### config.mk
export PLATFORM = sky130hd
export DESIGN_NAME = i2c_slave
export DESIGN_NICKNAME = d
export VERILOG_FILES = /design/src/rtl/i2c_pkg.sv /design/src/rtl/i2c_line_sync.sv /design/src/rtl/i2c_slave.sv
export SDC_FILE = /design/constraint.sdc
export NUM_CORES = 1
export LEC_CHECK = 0
export ABC_CLOCK_PERIOD_IN_PS = 2400
export CAP_MARGIN = 25
export CORE_ASPECT_RATIO = 1.5
export CORE_MARGIN = 2
export CORE_UTILIZATION = 45
export CTS_CLUSTER_SIZE = 28
export DETAILED_ROUTE_END_ITERATION = 10
export PLACE_DENSITY = 0.68
export SYNTH_ARGS = -nofsm -noshare
export SYNTH_HDL_FRONTEND = slang
export SYNTH_SLANG_ARGS = --single-unit
### constraint.sdc
create_clock -name clk -period 2.4 [get_ports clk]
set_input_delay 0.6 -clock clk [delete_from_list [all_inputs] [get_ports clk]]
set_output_delay 0.6 -clock clk [all_outputs]
set_load 0.02 [all_outputs]
### src/rtl/i2c_pkg.sv
// Shared types for the I2C target: FSM state encoding, bus event codes and
// the bit-counter width.
package i2c_pkg;

   localparam int BIT_CNT_W = 3;
   localparam logic [BIT_CNT_W-1:0] BIT_LAST = 3'd7;

   typedef enum logic [2:0] {
      ST_IDLE      = 3'd0,
      ST_ADDR      = 3'd1,
      ST_ADDR_ACK  = 3'd2,
      ST_WR_BYTE   = 3'd3,
      ST_WR_ACK    = 3'd4,
      ST_RD_BYTE   = 3'd5,
      ST_RD_ACK    = 3'd6,
      ST_WAIT_STOP = 3'd7
   } i2c_state_e;

   typedef enum logic [1:0] {
      EV_NONE  = 2'd0,
      EV_START = 2'd1,
      EV_STOP  = 2'd2
   } bus_event_e;

   // START outranks STOP so a malformed glitch always restarts addressing.
   function automatic bus_event_e bus_event(input logic start_det, input logic stop_det);
      bus_event_e ev;
      if (start_det) begin
         ev = EV_START;
      end else if (stop_det) begin
         ev = EV_STOP;
      end else begin
         ev = EV_NONE;
      end
      return ev;
   endfunction

endpackage

### src/rtl/i2c_line_sync.sv
// Synchronizes raw SCL/SDA and decodes SCL edges plus START/STOP conditions
// from the synchronized levels against their previous-cycle values.
module i2c_line_sync #(
   parameter int SYNC_STAGES = 2
) (
   input  logic clk,
   input  logic reset,
   input  logic scl_in,
   input  logic sda_in,
   output logic scl,
   output logic sda,
   output logic scl_rise,
   output logic scl_fall,
   output logic start_det,
   output logic stop_det
);

   logic [SYNC_STAGES-1:0] scl_sync_r;
   logic [SYNC_STAGES-1:0] sda_sync_r;
   logic                   scl_prev_r;
   logic                   sda_prev_r;

   // Synchronizer chains and previous-cycle copies; idle bus level is high.
   always_ff @(posedge clk or negedge reset) begin
      if (!reset) begin
         scl_sync_r <= {SYNC_STAGES{1'b1}};
         sda_sync_r <= {SYNC_STAGES{1'b1}};
         scl_prev_r <= 1'b1;
         sda_prev_r <= 1'b1;
      end else begin
         scl_sync_r <= {scl_sync_r[SYNC_STAGES-2:0], scl_in};
         sda_sync_r <= {sda_sync_r[SYNC_STAGES-2:0], sda_in};
         scl_prev_r <= scl_sync_r[SYNC_STAGES-1];
         sda_prev_r <= sda_sync_r[SYNC_STAGES-1];
      end
   end

   assign scl       = scl_sync_r[SYNC_STAGES-1];
   assign sda       = sda_sync_r[SYNC_STAGES-1];
   assign scl_rise  =  scl & ~scl_prev_r;
   assign scl_fall  = ~scl &  scl_prev_r;
   assign start_det =  scl &  scl_prev_r &  sda_prev_r & ~sda;
   assign stop_det  =  scl &  scl_prev_r & ~sda_prev_r &  sda;

endmodule

### src/rtl/i2c_slave.sv
// I2C target: address match, write-byte delivery and read-byte serialization.
// Optional clock stretching on read bytes is enabled by I2C_SLAVE_STRETCH_EN.
module i2c_slave
   import i2c_pkg::*;
#(
   parameter logic [6:0] ADDR        = 7'h21,
   parameter int         SYNC_STAGES = 2
) (
   input  logic       clk,
   input  logic       reset,
   input  logic       scl_in,
   input  logic       sda_in,
   output logic       sda_oe,
   output logic       scl_oe,
   output logic       busy,
   output logic       rw,
   output logic [7:0] rx_data,
   output logic       rx_valid,
   input  logic [7:0] tx_data,
`ifdef I2C_SLAVE_STRETCH_EN
   input  logic       tx_valid,
`endif
   output logic       tx_req,
   output logic       nack
);

`ifdef I2C_SLAVE_STRETCH_EN
   localparam logic STRETCH_EN = 1'b1;
`else
   localparam logic STRETCH_EN = 1'b0;
`endif

   logic scl_s, sda_s, scl_rise_s, scl_fall_s, start_det_s, stop_det_s;

   i2c_line_sync #(.SYNC_STAGES(SYNC_STAGES)) u_line_sync (
      .clk       (clk),
      .reset     (reset),
      .scl_in    (scl_in),
      .sda_in    (sda_in),
      .scl       (scl_s),
      .sda       (sda_s),
      .scl_rise  (scl_rise_s),
      .scl_fall  (scl_fall_s),
      .start_det (start_det_s),
      .stop_det  (stop_det_s)
   );

   i2c_state_e           state_r, state_s;
   logic [BIT_CNT_W-1:0] cnt_r, cnt_s;
   logic [7:0]           shift_r, shift_s;
   logic                 flag_r, flag_s;
   logic                 sda_oe_r, sda_oe_s;
   logic                 stretch_r, stretch_s;
   logic                 busy_r, busy_s;
   logic                 rw_r, rw_s;
   logic [7:0]           rx_data_r, rx_data_s;
   logic                 rx_valid_r, rx_valid_s;
   logic                 tx_req_r, tx_req_s;
   logic                 nack_r, nack_s;
   logic                 tx_load_s;
   logic                 scl_unused_s;

`ifdef I2C_SLAVE_STRETCH_EN
   assign tx_load_s = stretch_r & tx_valid;
`else
   assign tx_load_s = 1'b0;
`endif
   assign scl_unused_s = scl_s;

   // State and output registers.
   always_ff @(posedge clk or negedge reset) begin
      if (!reset) begin
         state_r    <= ST_IDLE;
         cnt_r      <= 3'd0;
         shift_r    <= 8'h00;
         flag_r     <= 1'b0;
         sda_oe_r   <= 1'b0;
         stretch_r  <= 1'b0;
         busy_r     <= 1'b0;
         rw_r       <= 1'b0;
         rx_data_r  <= 8'h00;
         rx_valid_r <= 1'b0;
         tx_req_r   <= 1'b0;
         nack_r     <= 1'b0;
      end else begin
         state_r    <= state_s;
         cnt_r      <= cnt_s;
         shift_r    <= shift_s;
         flag_r     <= flag_s;
         sda_oe_r   <= sda_oe_s;
         stretch_r  <= stretch_s;
         busy_r     <= busy_s;
         rw_r       <= rw_s;
         rx_data_r  <= rx_data_s;
         rx_valid_r <= rx_valid_s;
         tx_req_r   <= tx_req_s;
         nack_r     <= nack_s;
      end
   end

   // Next-state and output decode; flag_r marks "byte complete" or "ACK seen".
   always_comb begin
      state_s    = state_r;
      cnt_s      = cnt_r;
      shift_s    = shift_r;
      flag_s     = flag_r;
      sda_oe_s   = sda_oe_r;
      stretch_s  = stretch_r;
      busy_s     = busy_r;
      rw_s       = rw_r;
      rx_data_s  = rx_data_r;
      rx_valid_s = 1'b0;
      tx_req_s   = 1'b0;
      nack_s     = 1'b0;
      case (bus_event(start_det_s, stop_det_s))
         EV_START: begin
            state_s   = ST_ADDR;
            cnt_s     = 3'd0;
            flag_s    = 1'b0;
            shift_s   = 8'h00;
            sda_oe_s  = 1'b0;
            stretch_s = 1'b0;
            busy_s    = 1'b0;
         end
         EV_STOP: begin
            state_s   = ST_IDLE;
            cnt_s     = 3'd0;
            flag_s    = 1'b0;
            sda_oe_s  = 1'b0;
            stretch_s = 1'b0;
            busy_s    = 1'b0;
         end
         default: begin
            case (state_r)
               ST_IDLE: begin
                  sda_oe_s = 1'b0;
               end
               ST_ADDR: begin
                  if (scl_rise_s) begin
                     shift_s = {shift_r[6:0], sda_s};
                     cnt_s   = cnt_r + 3'd1;
                     flag_s  = (cnt_r == BIT_LAST) ? 1'b1 : flag_r;
                  end else if (scl_fall_s && flag_r) begin
                     flag_s = 1'b0;
                     cnt_s  = 3'd0;
                     if (shift_r[7:1] == ADDR) begin
                        rw_s     = shift_r[0];
                        busy_s   = 1'b1;
                        sda_oe_s = 1'b1;
                        state_s  = ST_ADDR_ACK;
                     end else begin
                        state_s  = ST_WAIT_STOP;
                     end
                  end else begin
                     state_s = ST_ADDR;
                  end
               end
               ST_ADDR_ACK, ST_RD_ACK: begin
                  if (tx_load_s) begin
                     shift_s   = tx_data;
                     sda_oe_s  = ~tx_data[7];
                     cnt_s     = 3'd0;
                     stretch_s = 1'b0;
                     state_s   = ST_RD_BYTE;
                  end else if (scl_rise_s) begin
                     if (state_r == ST_RD_ACK && sda_s) begin
                        nack_s  = 1'b1;
                        state_s = ST_WAIT_STOP;
                     end else begin
                        tx_req_s = rw_r;
                        flag_s   = 1'b1;
                     end
                  end else if (scl_fall_s && flag_r) begin
                     flag_s = 1'b0;
                     if (!rw_r) begin
                        sda_oe_s = 1'b0;
                        cnt_s    = 3'd0;
                        state_s  = ST_WR_BYTE;
                     end else if (STRETCH_EN) begin
                        stretch_s = 1'b1;
                     end else begin
                        shift_s  = tx_data;
                        sda_oe_s = ~tx_data[7];
                        cnt_s    = 3'd0;
                        state_s  = ST_RD_BYTE;
                     end
                  end else begin
                     state_s = state_r;
                  end
               end
               ST_WR_BYTE: begin
                  if (scl_rise_s) begin
                     shift_s = {shift_r[6:0], sda_s};
                     cnt_s   = cnt_r + 3'd1;
                     if (cnt_r == BIT_LAST) begin
                        flag_s     = 1'b1;
                        rx_data_s  = {shift_r[6:0], sda_s};
                        rx_valid_s = 1'b1;
                     end else begin
                        flag_s     = flag_r;
                     end
                  end else if (scl_fall_s && flag_r) begin
                     flag_s   = 1'b0;
                     sda_oe_s = 1'b1;
                     state_s  = ST_WR_ACK;
                  end else begin
                     state_s = ST_WR_BYTE;
                  end
               end
               ST_WR_ACK: begin
                  if (scl_fall_s) begin
                     sda_oe_s = 1'b0;
                     cnt_s    = 3'd0;
                     state_s  = ST_WR_BYTE;
                  end else begin
                     state_s  = ST_WR_ACK;
                  end
               end
               ST_RD_BYTE: begin
                  if (scl_fall_s) begin
                     if (cnt_r == BIT_LAST) begin
                        sda_oe_s = 1'b0;
                        cnt_s    = 3'd0;
                        flag_s   = 1'b0;
                        state_s  = ST_RD_ACK;
                     end else begin
                        sda_oe_s = ~shift_r[6];
                        shift_s  = {shift_r[6:0], 1'b0};
                        cnt_s    = cnt_r + 3'd1;
                     end
                  end else begin
                     state_s = ST_RD_BYTE;
                  end
               end
               ST_WAIT_STOP: begin
                  sda_oe_s = 1'b0;
               end
               default: begin
                  state_s  = ST_IDLE;
                  sda_oe_s = 1'b0;
               end
            endcase
         end
      endcase
   end

   assign sda_oe   = sda_oe_r;
   assign scl_oe   = stretch_r;
   assign busy     = busy_r;
   assign rw       = rw_r;
   assign rx_data  = rx_data_r;
   assign rx_valid = rx_valid_r;
   assign tx_req   = tx_req_r;
   assign nack     = nack_r;

endmodule

Word level (Yosys, flattened, before mapping)
Index checks and enable logic that the tools add are counted.

operators by class
  add/subtract/negate cells = 1
  eq/ne operators = 36
  multiplexer cells = 69
  bitwise gates (word level) = 16
  reduce and logical (&&, ||, !) cells = 22

operators with widths
  cell                                                                      number
  3-bit 2-to-1 mux                                                          20
  8-bit 2-to-1 mux                                                          6
  3-bit inequality test (second input constant)                             14
  1-bit 2-to-1 mux                                                          34
  3-bit one-hot mux with 5 select lines                                     2
  8-bit one-hot mux with 3 select lines                                     1
  8-bit one-hot mux with 2 select lines                                     1
  3-bit equality test (second input constant)                               5
  5-bit AND reduction                                                       3
  4-bit inequality test (second input constant)                             3
  5-bit inequality test (second input constant)                             2
  1-bit NOT                                                                 9
  9-bit AND reduction                                                       1
  4-bit AND reduction                                                       2
  8-bit AND reduction                                                       1
  4-bit nonzero test                                                        2
  2-bit OR reduction                                                        4
  1-bit bitwise AND                                                         7
  7-bit by 6-bit equality test with 1-bit output (second input constant)    1
  7-bit nonzero test                                                        1
  3-bit by 2-bit equality test with 1-bit output (second input constant)    2
  3-bit by 2-bit inequality test with 1-bit output (second input constant)  2
  1-bit one-hot mux with 6 select lines                                     1
  3-bit one-hot mux with 2 select lines                                     1
  other kinds (15)                                                          19

word-level totals
  bits in registers = 35
  output and inout bits = 15
  logic and storage cells = 159

Logic depth before layout (Yosys ltp)
Gate-level depths: netlist of run 1.

  word-level depth = 9
  depth in mapped cells = 7
  gate-level depth less buffers = 7

Modules after synthesis
Synthesis of run 1 repeated with hierarchy kept, for this count alone.

unflattened totals
  cell total of the unflattened synthesis = 195
  area total of the unflattened synthesis = 2138.3 um^2

modules (own cells, without submodules)
  module         instances  cells an instance  area an instance (um^2)  sequential area each (um^2)
  i2c_slave      1          185                1948.1                   725.7
  i2c_line_sync  1          10                 190.2                    157.7

Worst setup path after synthesis of run 1
Ideal clock, no wire load.

  path type = register to register
  start point = reg cnt_r[0]
  end point = reg shift_r[0]
  setup time = 125 ps
  arrival time = 1855 ps
  required time = 2275 ps
  slack = 420 ps
  cell stages (with the launch flop) = 8
  path buffers = 0
  path through = dfrtp_1 -> ha_1 -> ha_1 -> nor4bb_1 -> nor2b_1 -> o21a_1 -> a311oi_4 -> mux2_2

between the ends
  cells in the longest elaborated chain, start to end = 3

RTL lines
  item                                                               RTL line          RTL
  from (decl)                                                        i2c_slave.sv:49   logic [BIT_CNT_W-1:0] cnt_r, cnt_s;
  from (signal assigned)                                             i2c_slave.sv:87   cnt_r <= cnt_s;
  3-bit equality test                                                i2c_slave.sv:221  if (cnt_r == BIT_LAST) begin
  3-bit by 2-bit inequality test with 1-bit output (no source line)  n/a
  8-bit AND reduction (no source line)                               n/a
  to (signal assigned)                                               i2c_slave.sv:88   shift_r <= shift_s;
  to (decl)                                                          i2c_slave.sv:50   logic [7:0] shift_r, shift_s;

No other way between the ends.
A chain may end at the register's enable or synchronous reset.

Worst setup path in the final report of run 1
  start point = reg cnt_r[0]
  end point = reg shift_r[7]

The elaborated chain is that of the path after synthesis.

==> results of run 1 <==
state kept, by name, summed over array words and instances, names as in the netlist:
register / count
shift_r: 8
u_line_sync.sda_prev_r: 1
sda_oe: 1
state_r: 3
nack: 1
u_line_sync.scl_prev_r: 1
u_line_sync.scl_sync_r: 2
tx_req: 1
busy: 1
rx_data: 8
cnt_r: 3
flag_r: 1
u_line_sync.sda_sync_r: 2
rx_valid: 1
rw: 1
synthesized netlist by cell type (2+ instances only):
library cell / number / area, sq um
nor3_1: 3 / 15.0
o21a_1: 3 / 22.5
nand3b_1: 2 / 15.0
dfrtp_1: 29 / 726
nor2b_1: 3 / 18.8
o21ai_0: 9 / 45.0
dfstp_2: 6 / 158
o221ai_1: 2 / 17.5
a32oi_1: 2 / 17.5
nand2_1: 23 / 86.3
buf_2: 2 / 10.0
a21bo_2: 2 / 20.0
inv_1: 4 / 15.0
clkbuf_1: 3 / 11.3
a32o_1: 2 / 20.0
a211oi_1: 3 / 22.5
and2b_2: 3 / 26.3
nor2_1: 11 / 41.3
ha_1: 2 / 25.0
nand3_1: 2 / 10.0
clkbuf_8: 2 / 27.5
o22ai_1: 2 / 12.5
a21oi_1: 17 / 85.1
buf_6: 2 / 22.5
mux2_2: 19 / 214
or2_2: 2 / 12.5
o31ai_1: 2 / 15.0
nand2b_1: 5 / 31.3
cells in the final DEF, fill, tap and decap left out, drive strengths merged, types with 3 or more instances in the layout:
cell type      Yosys  final
clkdlybuf4s50      0     25
o21ai              9      9
and2b              3      3
dfrtp             29     29
o21a               3      3
mux2              19     19
nand2b             5      5
nor2b              3      3
inv                4      4
nor2              12     12
a211oi             3      3
nand2             23     23
nor3               4      4
dfstp              6      6
clkbuf             5      7
buf                5      8
a21oi             17     17
metal layers:
layer | up-vias | share of wire, % | global-route usage (%)
met5 | - | 0 | 0
met1 | 759 | 40 | 24.7
li1 | 753 | - | -
met2 | 49 | 53 | 33.5
met3 | 18 | 3.0 | 2.59
met4 | 0 | 4.0 | 12.9
worst max-delay path by stage:
stage / slack, ns / endpoint / start
4_1_cts: 0.15 / shift_r[4] / cnt_r[0]
5_1_grt: 0.03 / shift_r[6] / cnt_r[1]
2_1_floorplan: 0.42 / shift_r[0] / cnt_r[0]
3_5_place_dp: 0.17 / shift_r[4] / cnt_r[0]
3_3_place_gp: 0.25 / shift_r[3] / cnt_r[0]
6_report: 0.18 / shift_r[7] / cnt_r[0]
logic make-up after synthesis:
family / count (synthesis) / synth area share (%)
DFF: 35 / 44.5
xor gates and xnor gates: 1 / 0.442
buffers and inverters: 15 / 5.24
muxes: 19 / 10.8
AOI/OAI and AO/OA: 53 / 18.9
and+or+nand+nor: 67 / 18.7
adders and majority gates: 2 / 1.26
other: 1 / 0.189
worst max-delay path, cell delays in order, from the launching register on:
cell,delay (ns)
dfrtp_1,0.36
ha_1,0.15
ha_1,0.23
nor4bb_1,0.10
nor2b_1,0.14
o21a_1,0.23
a311oi_4,0.52
mux2_2,0.39
final cells by class:
class | instances | share of cell area (%)
Tap cell | 46 | 2.43
Clock inverter | 1 | 0.317
Clock buffer | 7 | 4.07
Sequential cell | 35 | 37.3
Timing Repair Buffer | 33 | 13.1
Inverter | 4 | 0.635
Multi-Input combinational cell | 143 | 42.1
where the power goes:
| group | switching, mW | leakage [nW] | internal, mW |
|---|---|---|---|
| logic | 0.388 | 0.505 | 0.405 |
| clock network | 0.211 | 0.0505 | 0.261 |
| registers | 0.154 | 0.439 | 0.751 |
per-stage QoR:
step	std cells	total power [mW]	hold slack (ns)
2_1_floorplan	193	1.45	0.304
5_1_grt	269	2.31	0.362
3_5_place_dp	261	1.71	0.348
4_1_cts	269	2.18	0.358
3_3_place_gp	261	1.70	0.347
6_report	269	2.17	0.356
==> impl_results.md, run 1 <==
- Status: finished clean
- Die height: 85.3 um
- Flops & latches, synth: 35
- Final layout net count: 236
- Tmin final: 2.22 ns
- RSZ-0062 raised after global routing: no
- Core region area: 4250 sq um
- Worst reg2reg setup slack: 0.18 ns
- Port bufs: 25
- Hold Violations, Final: 0
- Period utilization: 92.7%
- Max Cap Viol: 0
- Grt ovf: 0
- Main flop type after synthesis: dfrtp_1
- Fillers: 360
- Worst-skew pair later-pin latency: 0.29 ns
- Number of global-route vias before repair: 1585
- Syn_nets: 207
- TritonCTS clock tree: done
- Post-DR wirelength/cell: 16.9 um
- First-pass GRT wire length: 7.69 mm
- Largest net degree at the start of global routing: 36
- Worst-margin pin slew: 0.524 ns
- Reg clk slew, reported paths: 0.07 ns
- Slew headroom: 65.0%
- Final Util: 55.7%
- Netlist cell types: 54
- Post-synthesis sequential area ratio: 44.5%
- # IOs: 27
- CP Capture Type: flip-flop
- Vias per cell: 5.87
- Synth warn: 0
- VDD IR max: 0.680 mV
- Final ANT Viol Nets: 0
- Hold Path End: u_line_sync.scl_sync_r[1]
- Detailed Place HPWL: 3.30 mm
- # rows: 29
- Detailed Route Iter0 Violations: 62
- R2R cell count: 7
- Placed instance area: 2260 sq um
- Worst path required time: 2.57 ns
- CP Max Fanout: 8
- Cell leakage power: 0.994 nW
- Antenna violations before repair: 0
- Die width: 58.2 um
- Max frequency: 450 MHz
- Worst Hold Class: flip-flop to flip-flop
- Post CTS Setup Buffer Count: 0
- Design Area, Final: 2370 sq um
- Crit path kind: flip-flop to flip-flop
- Area growth, synth to finish: 19.3%
- Synth async-reset ratio: 100%
- CTS Buf Count: 5
- Worst Setup Slack post-DPL: 0.168 ns
- Routed wire length: 4.56 mm
- Hold path cells: 0
- Clk_skew: 0.00848 ns
- Setup TNS: 0 ns
- Final Max Tran Viols: 0
- Global Route Usage Sum: 20.4%
- R2R Path End: shift_r[7]
- # H-tree levels: 2
- Initial Utilization: 46.7%
- Syn Area/Cell: 10.3 sq um
- Hold_sp: u_line_sync.scl_sync_r[0]
- Syn Inst Count: 193
- # diodes: 0
- Post-Syn Area: 1980 sq um
- Final Setup Violations: 0
- Area of the multi-input gates: 996 sq um
- Clock buffer depth: 2
- RR Startpoint: cnt_r[0]
- DRC viols: 0
- Root Buffer: clkbuf_8
- Total clock sinks: 35
- Final Wtd Congestion: 0.943
- Cts repair resizes: 0
- Via count: 1579
- First-pass iteration count of the detailed router: 4
- Critical path launch point type: flip-flop
- Final worst slack: 0.176 ns
- Post-CTS Hold Buffers: 0
- Die area: 4970 sq um
- EDFF count, synth: 0
- Share of cells above drive strength 1: 25.1%
- Sequential cell area: 883 sq um
- CP arrival: 2.39 ns
- Power per cell area: 917 nW/um^2
Power figures use the tool's default switching activity.
==> run 2: changes to the inputs <==
--- a/config.mk
+++ b/config.mk
@@ -5,6 +5,7 @@
 export SDC_FILE = /design/constraint.sdc
 export NUM_CORES = 1
 export LEC_CHECK = 0
+export ABC_AREA = 1
 export ABC_CLOCK_PERIOD_IN_PS = 2400
 export CAP_MARGIN = 25
 export CORE_ASPECT_RATIO = 1.5
@@ -12,7 +13,7 @@
 export CORE_UTILIZATION = 45
 export CTS_CLUSTER_SIZE = 28
 export DETAILED_ROUTE_END_ITERATION = 10
-export PLACE_DENSITY = 0.68
+export PLACE_DENSITY = 0.67
 export SYNTH_ARGS = -nofsm -noshare
 export SYNTH_HDL_FRONTEND = slang
 export SYNTH_SLANG_ARGS = --single-unit
==> impl_results.md, run 2 <==
- Syn Area/Cell: 7.31 sq um
- Final layout net count: 337
- Clock buffer depth: 2
- Syn Inst Count: 301
- Die area: 5470 sq um
- Final worst slack: 0.504 ns
- Post-Syn Area: 2200 sq um
- Final Wtd Congestion: 0.948
- CP Capture Type: flip-flop
- RSZ-0062 raised after global routing: no
- # H-tree levels: 2
- Gr busiest metal: met2
- Crit path kind: flip-flop to flip-flop
- Port bufs: 25
- Worst Setup Slack post-DPL: 0.515 ns
- Antenna violations before repair: 0
- Global Route Usage Sum: 22.9%
- Clk_skew: 0.0112 ns
- Biggest area consumer among synthesized cells: dfrtp_1
- Placed instance area: 2460 sq um
- # rows: 31
- Worst path required time: 2.64 ns
- First-pass GRT wire length: 9.21 mm
- Netlist cell types: 31
- Final ANT Viol Nets: 0
- Worst reg2reg setup slack: 0.50 ns
- Met3 Use GR: 3.87%
- Via count: 2000
- Initial Utilization: 46.1%
- GR Layer Usage met1: 27.6%
- R2R cell count: 7
- Die width: 61.1 um
- Period utilization: 79.0%
- Worst Setup EP: shift_r[5]
- Flops & latches, synth: 35
- VDD IR max: 0.571 mV
- Commonest cells after routing, fill and taps aside: nand2_1 (88), nand3_1 (50), dfrtp_1 (29)
- Detailed Route Iter0 Violations: 111
- CP startpoint: cnt_r[0]
- R2R Path End: shift_r[5]
- Worst-skew pair later-pin latency: 0.30 ns
- Vias per cell: 5.13
- First-pass iteration count of the detailed router: 4
- Detailed Place HPWL: 4.10 mm
- Cell leakage power: 1.26 nW
- Met2 Resource Use GR: 39.2%
- Core region area: 4770 sq um
- TritonCTS clock tree: done
- Worst Hold Class: flip-flop to flip-flop
- RR Startpoint: cnt_r[0]
- Setup TNS: 0 ns
- CP arrival: 2.13 ns
- Design Area, Final: 2570 sq um
- Share of cells above drive strength 1: 12.3%
- Top cell type's share of synthesized area: 33.0%
- Power per cell area: 1050 nW/um^2
- Largest net degree at the start of global routing: 36
- # diodes: 0
- Total clock sinks: 35
- Top cells by count, synth: nand2_1 (88), nand3_1 (50), dfrtp_1 (29), nor2_1 (27), inv_1 (23)
- Number of global-route vias before repair: 1920
- Max Cap Viol: 0
- Area growth, synth to finish: 17.0%
- Synth async-reset ratio: 100%
- Status: finished clean
- Main flop type after synthesis: dfrtp_1
- Final Util: 53.9%
- Synth top area cells: dfrtp_1 (33%), nand2_1 (15%), nand3_1 (11%)
- DRC viols: 0
- Most common cell after layout, fill and taps aside: nand2_1
- Post-CTS Hold Buffers: 0
- # IOs: 27
- Reg clk slew, reported paths: 0.08 ns
- Tmin final: 1.90 ns
- Hold slack: 0.356 ns
- Hold Violations, Final: 0
- Synth warn: 0
- Post-DR wirelength/cell: 14.2 um
- EDFF count, synth: 0
- Critical path launch point type: flip-flop
- Worst-margin pin slew: 0.568 ns
- CP Max Fanout: 8
- Post CTS Setup Buffer Count: 0
- Slew headroom: 62.1%
- Root Buffer: clkbuf_8
- Syn_nets: 315
- Max frequency: 527 MHz
- Cts repair resizes: 0
- Final Max Tran Viols: 0
- Final Setup Violations: 0
- Routed wire length: 5.56 mm
- Most frequent cell after synthesis: nand2_1
- CTS Buf Count: 5
- Die height: 89.6 um
- Post-synthesis sequential area ratio: 40.2%
- Grt ovf: 0
-- run 2: cell types whose count changed after synthesis, moves of 13 or more --
cell | before | now
nand2_1 | 23 | 88
a21oi_1 | 17 | 4
nor2_1 | 11 | 27
mux2_2 | 19 | 0
o21ai_1 | 0 | 13
nand3_1 | 2 | 50
inv_1 | 4 | 23
-- run 2: metrics by stage --
step,power (mW),std cells
floorplan,1.88,301
global placement,2.16,382
detailed placement,2.17,382
CTS,2.73,390
global route,2.95,390
finish,2.71,390
-- run 2: worst min-delay path by stage --
| stage | startpoint | to | slack [ns] | cells after the start |
|---|---|---|---|---|
| after floorplan | reset | busy | 0.30 | 0 |
| after global routing | u_line_sync.scl_sync_r[0] | u_line_sync.scl_sync_r[1] | 0.37 | 0 |
| final | u_line_sync.scl_sync_r[0] | u_line_sync.scl_sync_r[1] | 0.36 | 0 |
| after detailed placement | u_line_sync.scl_sync_r[0] | u_line_sync.scl_sync_r[1] | 0.35 | 0 |
| after global placement | u_line_sync.scl_sync_r[0] | u_line_sync.scl_sync_r[1] | 0.35 | 0 |
| after CTS | u_line_sync.scl_sync_r[0] | u_line_sync.scl_sync_r[1] | 0.36 | 0 |
-- run 2: critical path, cell delays in order (launching register included) --
cell	delay, ns
dfrtp_1	0.46
ha_1	0.23
ha_1	0.31
nor2_1	0.21
o21ai_1	0.11
nor3_4	0.31
nand3_1	0.12
nand2_1	0.09
-- run 2: power breakdown --
| group | leakage [nW] | internal, mW | switching [mW] |
|---|---|---|---|
| clock | 0.0548 | 0.313 | 0.240 |
| sequential | 0.450 | 0.719 | 0.164 |
| combinational | 0.755 | 0.453 | 0.826 |
-- run 2: cells by family (layout without fill, tap and decap cells) --
| family | after synthesis | after routing | share of synthesized area, % |
|---|---|---|---|
| AOI/OAI and AO/OA | 32 | 32 | 8.53 |
| adders and majority gates | 2 | 2 | 1.14 |
| buffers and inverters | 42 | 65 | 9.50 |
| DFF | 35 | 35 | 40.2 |
| other | 1 | 1 | 0.170 |
| and+or+nand+nor | 189 | 189 | 40.5 |
-- run 2: per-layer routing --
metal	routed length, um	up-vias	share of wire, %
li1	-	1029	-
met5	0	-	0
met3	183	18	3.3
met2	2830	44	51
met4	160	0	2.9
met1	2390	909	43
-- run 2: cell type report --
type,instances,area (sq um)
clock buffer,5,68.8
sequential,35,883
fill,476,2200
inverter,30,120
timing repair buffer,27,265
clock inverter,3,46.3
multi-input combinational,224,1110
tap,66,82.6
